**config.mk**
```make
export PLATFORM = sky130hd
export DESIGN_NAME = prog_imem
export DESIGN_NICKNAME = d
export VERILOG_FILES = /design/src/rtl/prog_imem.sv
export SDC_FILE = /design/constraint.sdc
export NUM_CORES = 2
export LEC_CHECK = 0
export CAP_MARGIN = 15
export CORE_MARGIN = 8
export CORE_UTILIZATION = 50
export CTS_BUF_LIST = sky130_fd_sc_hd__clkbuf_16
export CTS_CLUSTER_DIAMETER = 200
export DETAILED_ROUTE_END_ITERATION = 10
export GPL_TIMING_DRIVEN = 0
export HOLD_SLACK_MARGIN = 0.08
export PLACE_DENSITY_LB_ADDON = 0.2
export SETUP_SLACK_MARGIN = 0.2
export SYNTH_ARGS = -nofsm -noshare
export SYNTH_HDL_FRONTEND = slang
export SYNTH_SLANG_ARGS = --single-unit
```
**constraint.sdc**
```tcl
create_clock -name clk -period 3.68 [get_ports clk]
set_input_delay 1.104 -clock clk [delete_from_list [all_inputs] [get_ports clk]]
set_output_delay 1.104 -clock clk [all_outputs]
set_load 0.005 [all_outputs]
```
**src/rtl/prog_imem.sv**
```systemverilog
// prog_imem: run-time loadable instruction memory for the single-cycle CPU.
// A program is written through a valid/ready load port. Instructions are
// fetched combinationally once the memory reaches RUN.
//
// Ports:
//   clk, rst         - clock; synchronous active-high reset
//   AddrIn           - fetch address from PC (word index or byte address)
//   InsOut           - fetched instruction, NOP_INS when gated or faulting
//   FetchFault       - in RUN and the address is out of range or misaligned
//   Run              - memory holds a program; releases the CPU's PC
//   LdStart          - pulse that starts or restarts a load
//   LdValid/LdData   - program word handshake (accepted when LdReady)
//   LdLast           - marks the final program word
//   LdReady          - a load word can be accepted this cycle
//   LdCount          - words written by the current or most recent load
module prog_imem #(
  parameter int unsigned       DATA_W    = 32,
  parameter int unsigned       DEPTH     = 32,
  parameter int unsigned       ADDR_W    = 32,
  parameter bit                BYTE_ADDR = 1'b0,
  parameter logic [DATA_W-1:0] NOP_INS   = '0,
  parameter int unsigned       CNT_W     = $clog2(DEPTH) + 1
) (
  input  logic              clk,
  input  logic              rst,
  input  logic [ADDR_W-1:0] AddrIn,
  output logic [DATA_W-1:0] InsOut,
  output logic              FetchFault,
  output logic              Run,
  input  logic              LdStart,
  input  logic              LdValid,
  input  logic [DATA_W-1:0] LdData,
  input  logic              LdLast,
  output logic              LdReady,
  output logic [CNT_W-1:0]  LdCount
);

  localparam int unsigned IDX_W = $clog2(DEPTH);
  localparam logic [ADDR_W:0] DEPTH_CMP = (ADDR_W + 1)'(DEPTH);
  localparam logic [CNT_W-1:0] LAST_WP = CNT_W'(DEPTH - 1);

  typedef enum logic [1:0] {
    S_IDLE,
    S_LOAD,
    S_RUN
  } state_t;

  state_t             state_q, state_d;
  logic [CNT_W-1:0]   wp_q, wp_d;
  logic [DATA_W-1:0]  mem_q [DEPTH];
  logic [DATA_W-1:0]  mem_d [DEPTH];

  logic [ADDR_W-1:0]  idx_full;
  logic               fault;

  // LdCount always equals the write pointer: both clear on LdStart and
  // both advance to wp+1 on every accepted word, so one register serves.
  always_comb begin
    state_d = state_q;
    wp_d    = wp_q;
    mem_d   = mem_q;
    case (state_q)
      S_IDLE: begin
        if (LdStart) begin
          state_d = S_LOAD;
          wp_d    = '0;
        end
      end
      S_LOAD: begin
        // LdStart outranks a word offered in the same cycle.
        if (LdStart) begin
          wp_d = '0;
        end else if (LdValid) begin
          mem_d[wp_q[IDX_W-1:0]] = LdData;
          wp_d = wp_q + CNT_W'(1);
          if (LdLast || (wp_q == LAST_WP)) begin
            state_d = S_RUN;
          end
        end
      end
      S_RUN: begin
        if (LdStart) begin
          state_d = S_LOAD;
          wp_d    = '0;
        end
      end
      default: begin
        state_d = S_IDLE;
      end
    endcase
  end

  always_ff @(posedge clk) begin
    if (rst) begin
      state_q <= S_IDLE;
      wp_q    <= '0;
      for (int unsigned i = 0; i < DEPTH; i++) begin
        mem_q[i] <= NOP_INS;
      end
    end else begin
      state_q <= state_d;
      wp_q    <= wp_d;
      mem_q   <= mem_d;
    end
  end

  // Range check uses the full address so out-of-range indices never alias
  // onto low entries through truncation.
  always_comb begin
    idx_full   = BYTE_ADDR ? (AddrIn >> 2) : AddrIn;
    fault      = ({1'b0, idx_full} >= DEPTH_CMP) ||
                 (BYTE_ADDR && (AddrIn[1:0] != 2'b00));
    Run        = (state_q == S_RUN);
    LdReady    = (state_q == S_LOAD);
    LdCount    = wp_q;
    FetchFault = Run && fault;
    InsOut     = (Run && !fault) ? mem_q[idx_full[IDX_W-1:0]] : NOP_INS;
  end

endmodule

```
# Word-level counts from Yosys, hierarchy flattened

Cells that the tools add are included.
W data, S select, Z words.

Add/sub/neg operators: 1
Order comparisons: 4
Equality and inequality tests: 8
Muxes and demuxes: 16
Bitwise gates (word level): 3
Reductions and logical operators: 11

Operators with widths:

| operator              | count |
|---|---|
| $bwmux W1024          | 1 |
| $bmux W32 S5          | 1 |
| $demux W32 S5         | 1 |
| $mux W32              | 4 |
| $ge A32 B6 Y1 const B | 1 |
| $mux W6               | 3 |
| $ge A6 B6 Y1 const B  | 2 |
| $not A5 Y6            | 2 |
| $pmux W6 S2           | 1 |
| $mux W2               | 4 |
| $add A6 B1 Y6 const B | 1 |
| $eq A6 B5 Y1 const B  | 1 |
| $lt A6 B1 Y1 const B  | 1 |
| $reduce_and A3 Y1     | 2 |
| $ne A2 B1 Y1 const B  | 2 |
| $ne A2 B2 Y1 const B  | 2 |
| $pmux W2 S2           | 1 |
| $reduce_and A4 Y1     | 1 |
| $logic_and A1 B1 Y1   | 3 |
| $ne A3 B3 Y1 const B  | 1 |
| $eq A2 B1 Y1 const B  | 1 |
| $eq A2 B2 Y1 const B  | 1 |
| $logic_not A2 Y1      | 1 |
| $reduce_bool A2 Y1    | 1 |
| other kinds (4)       | 4 |

Flip-flop bits (word level): 1032
Bits of input ports: 69
Output and inout port bits: 41
Logic and storage cells: 77

# Depth between registers and ports, before layout

Depth in word-level cells: 6
Gate-level depth with buffers: 9
Mapped depth without buffers: 5

# Least setup slack after synthesis

OpenSTA, ideal clock, no wires.

Path type: input to output
Start: input AddrIn[0]
End: output InsOut[0]
Arrival: 2654 ps
Data required time: 2576 ps
Path slack: -78 ps
Cell stages on the path: 7
Buffers on the path: 3
Cells stage by stage: buf_2 > buf_6 > buf_6 > mux4_2 > mux4_2 > nor2_1 > nor4_1

Cells in the longest elaborated chain, start to end: 5
Elaborated cells between the ends (all ways): 8
Those cells by class: 1 x order compare; 4 x mux; 1 x bitwise; 2 x reduce/logical

RTL lines:

| item                                                                  | line | text |
|---|---|---|
| start, declared                                                       | 26   | `input logic [ADDR_W-1:0] AddrIn,` |
| parallel branches: the longest is 4 deep, another holds $ge A32 B6 Y1 | n/a  |  |
| $mux W32 (*)                                                          | 117  | `InsOut = (Run && !fault) ? mem_q[idx_full[IDX_W-1:0]] : NOP_INS;` |
| end, declared                                                         | 27   | `output logic [DATA_W-1:0] InsOut,` |

Mark *: on every way between the ends. The select of a mux whose other input is x is not followed.

# Final worst setup path

Start: input AddrIn[0]
End: output InsOut[23]

Same word-level chain as after synthesis.

==> impl_metrics.py <==
metrics = {
    "run_status": {
        "status": "finished with violations",
        "violations": "negative setup slack",
    },
    "setup_path": {
        "arrival_ns": 3.22,
        "crit_path_end": "InsOut[23]",
        "reg2reg_depth": 7,
        "path_common_cell": "buf_12",
        "crit_path_end_kind": "output pin",
        "r2r-start": "LdCount[0]",
        "cp-startpoint": "AddrIn[0]",
        "cp_num_cells": 10,
        "reg2reg_slack_ns": 0.30,
        "timing.rr.end": "mem_q[142]",
        "critPathKind": "input port to output pin",
        "worstPathMaxFanout": 5,
        "path_buf_inv": 6,
        "cp-start-kind": "input port",
        "slowest_delay_ns": 0.54,
        "slowest_stage": "mux4_2",
        "crit_family": "multiplexers",
        "path_cells": "buf_12, buf_16, buf_12, buf_8, buf_12, mux4_2, mux4_2, nor2_4, nor4_4, buf_2",
        "worstPathRequired_ns": 2.58,
    },
    "yosys": {
        "syn_inst": 5200,
        "synthFlopType": "dfxtp_1",
        "synth-edff-count": 0,
        "ys.warnings.count": 0,
        "yosys.area.top_type": "dfxtp_1",
        "synth_common_cells": "nand2_1, dfxtp_1, a21oi_1",
        "syn_avg_cell_area_um2": 8.44,
        "netlist_area_um2": 43900,
        "ys_seq_area_frac": 0.471,
        "ys_top_cells_by_area": "dfxtp_1, nand2_1, mux4_2",
        "synth_nets": 5273,
        "synth_cell_types": 40,
        "synth_top_cell_area_share": 0.471,
        "synth.most_common_cell": "nand2_1",
        "async_flop_share": 0,
        "ys_ff_latch": 1032,
    },
    "power_and_ir_drop": {
        "vdd_drop_max_mv": 0.407,
        "powerDensity_nw_per_um2": 451,
        "seqPwrFrac": 0.478,
        "leakagePower_nw": 17.1,
        "pwr-share-comb": 0.059,
        "p_total_mw": 23.4,
        "clkPwrFrac": 0.463,
        "p_int_mw": 17.9,
        "switchingPower_mw": 5.53,
        "p_sw_frac": 0.236,
    },
    "clock_tree": {
        "cts_max_path_buffers": 3,
        "cts.sinks": 1032,
        "clk_pin_slew_worst_paths_ns": 0.05,
        "clock_latency_ns": 0.68,
        "numCtsBuffers": 106,
        "tritoncts": "yes",
        "cts_hold_buffers": 0,
        "cts-root-buf": "clkbuf_16",
        "h-tree-depth": 3,
    },
    "timing": {
        "min_period_over_period": 1.18,
        "rsz0062_at_grt": "yes",
        "setup_violations": 32,
        "worst_slew_pin_slew_ns": 1.14,
        "clock.fmax_mhz": 231,
        "setup_slack_ns": -0.646,
        "drv_slew": 0,
        "hold_viol_final": 0,
        "finalCriticalPeriod_ns": 4.33,
        "slew-limit-headroom": 0.237,
        "fin_skew_ns": 0.0156,
    },
    "placement": {
        "dp_hpwl_mm": 111,
        "place_congestion": 0.936,
        "place_ws_ns": -2.39,
        "post-place-cells": 6460,
        "portBuffers": 105,
    },
    "die": {
        "start_util": 0.505,
        "std_cell_rows": 108,
        "core_um2": 86900,
        "fp.dieW_um": 312,
        "die_h_um": 312,
        "io_pins": 110,
        "fp.dieArea_um2": 97500,
    },
    "detailed_routing": {
        "postRouteAntennaNets": 0,
        "drc": 0,
        "wl_mm": 144,
        "drt_iter0_markers": 3687,
        "vias": 37900,
        "wl_per_cell_um": 21.5,
        "drt_pass1_iterations": 5,
        "avgViaCountPerCell": 5.66,
    },
    "grt": {
        "grt_start_max_net_pins": 15,
        "grt.total_usage": 0.284,
        "grt_pass1_vias": 37000,
        "grt_overflow": 0,
        "grt_antenna_before_repair": 1,
        "grt_pass1_wl_mm": 218,
    },
    "final_layout": {
        "multi_input_area_um2": 21900,
        "seqCellArea_um2": 20700,
        "nFillCells": 7629,
        "utilization": 0.597,
        "syn2layout_area_growth_pct": 18.3,
        "nNetsFinal": 5526,
        "stdcell_count": 6690,
        "antennaDiodeCount": 0,
        "drive_gt1_frac": 0.155,
    },
    "hold_path": {
        "hold_class": "flip-flop to flip-flop",
        "hold_depth": 2,
    },
    "run": {
        "cap_violations": 0,
    },
}
==> metrics by stage <==
stage	hold slack (ns)	cell area (um^2)	TNS, ns
floorplan	0.433	44000	-0.394
global placement	0.438	46500	-604.51
detailed placement	0.444	46500	-638.84
CTS	0.452	51700	-17.60
global route	0.465	51900	-18.22
finish	0.449	51900	-17.76
==> cell type report <==
cell class / count / area share
Inverter: 4 / 0.000289
Tap cell: 1155 / 0.0278
Timing Repair Buffer: 145 / 0.0287
Clock inverter: 79 / 0.0128
Clock buffer: 111 / 0.0535
Sequential cell: 1032 / 0.398
Multi-Input combinational cell: 3623 / 0.422
Buffer: 541 / 0.0566
==> registers in the layout, indices dropped and copies added, names as in the netlist <==
name,cells
LdCount,6
state_q,2
mem_q,1024
==> worst min path at each step <==
stage | to | startpoint | slack [ns]
after floorplan | mem_q[160] | mem_q[160] | 0.43
after global placement | mem_q[153] | mem_q[153] | 0.44
after detailed placement | mem_q[156] | mem_q[156] | 0.44
after CTS | mem_q[156] | mem_q[156] | 0.45
after global routing | mem_q[22] | mem_q[22] | 0.46
final | mem_q[13] | mem_q[13] | 0.45
==> logic make-up (layout without fill, tap and decap cells) <==
logic type | after synthesis | in the layout | synth area share
flip-flops | 1032 | 1032 | 0.471
AND/OR/NAND/NOR | 2224 | 2224 | 0.198
adder cells (fa/ha/maj) | 4 | 4 | 0.00114
buffers and inverters | 545 | 880 | 0.0542
XOR/XNOR | 4 | 4 | 0.000798
AO/OA/AOI/OAI | 1101 | 1101 | 0.128
multiplexers | 290 | 290 | 0.148
==> worst reg2reg max path, delay by kind of cell, from the launching register on <==
| family | cells | cell delay (ns) |
|---|---|---|
| AO/OA/AOI/OAI | 1 | 0.07 |
| buffers and inverters | 3 | 1.78 |
| adder cells (fa/ha/maj) | 1 | 0.21 |
| AND/OR/NAND/NOR | 2 | 0.65 |
| flip-flops | 1 | 0.51 |
==> per-layer routing <==
metal,wire [um],track usage
met1,57800,0.367
met2,68400,0.472
met3,10800,0.0418
met4,6900,0.126
met5,0,0
==> placed cells by master (no fill, tap or decap), types with 5 or more instances in the layout <==
master and instances:
inv_1 15, nand3_2 9, clkbuf_8 6, dfxtp_1 1032, clkinv_1 25, clkbuf_16 115
buf_8 11, nor2_1 8, and3b_1 5, and3_1 34, o22ai_2 36, o22ai_1 24
clkbuf_4 6, nand3_1 27, buf_2 134, buf_4 34, nand2_1 2053, clkdlybuf4s50_1 52
clkinv_2 25, clkbuf_2 48, nor4_4 26, buf_6 17, buf_16 8, mux4_2 286
dlygate4sd2_1 20, nor2_4 30, a21oi_1 1027, nor4_2 7, buf_12 26, clkbuf_1 318
bufinv_16 12
==> power by group through the flow <==
stage / Clock (mW) / Combinational (mW) / Sequential (mW)
final: 10.9 / 1.38 / 11.2
after global routing: 11.4 / 1.44 / 11.2
after CTS: 10.9 / 1.34 / 11.2
after detailed placement: 0 / 1.16 / 11.4
after global placement: 0 / 1.15 / 11.4
after floorplan: 0 / 0.683 / 11.4
==> repair_timing <==
action	4_1_cts	5_1_grt
gates resized for setup	443	93
gates cloned	8	1
endpoints found under the setup margin	925	716
pin swaps	61	32
hold endpoints to repair	0	0
setup buffers	29	2
Power figures use the tool's default switching activity.
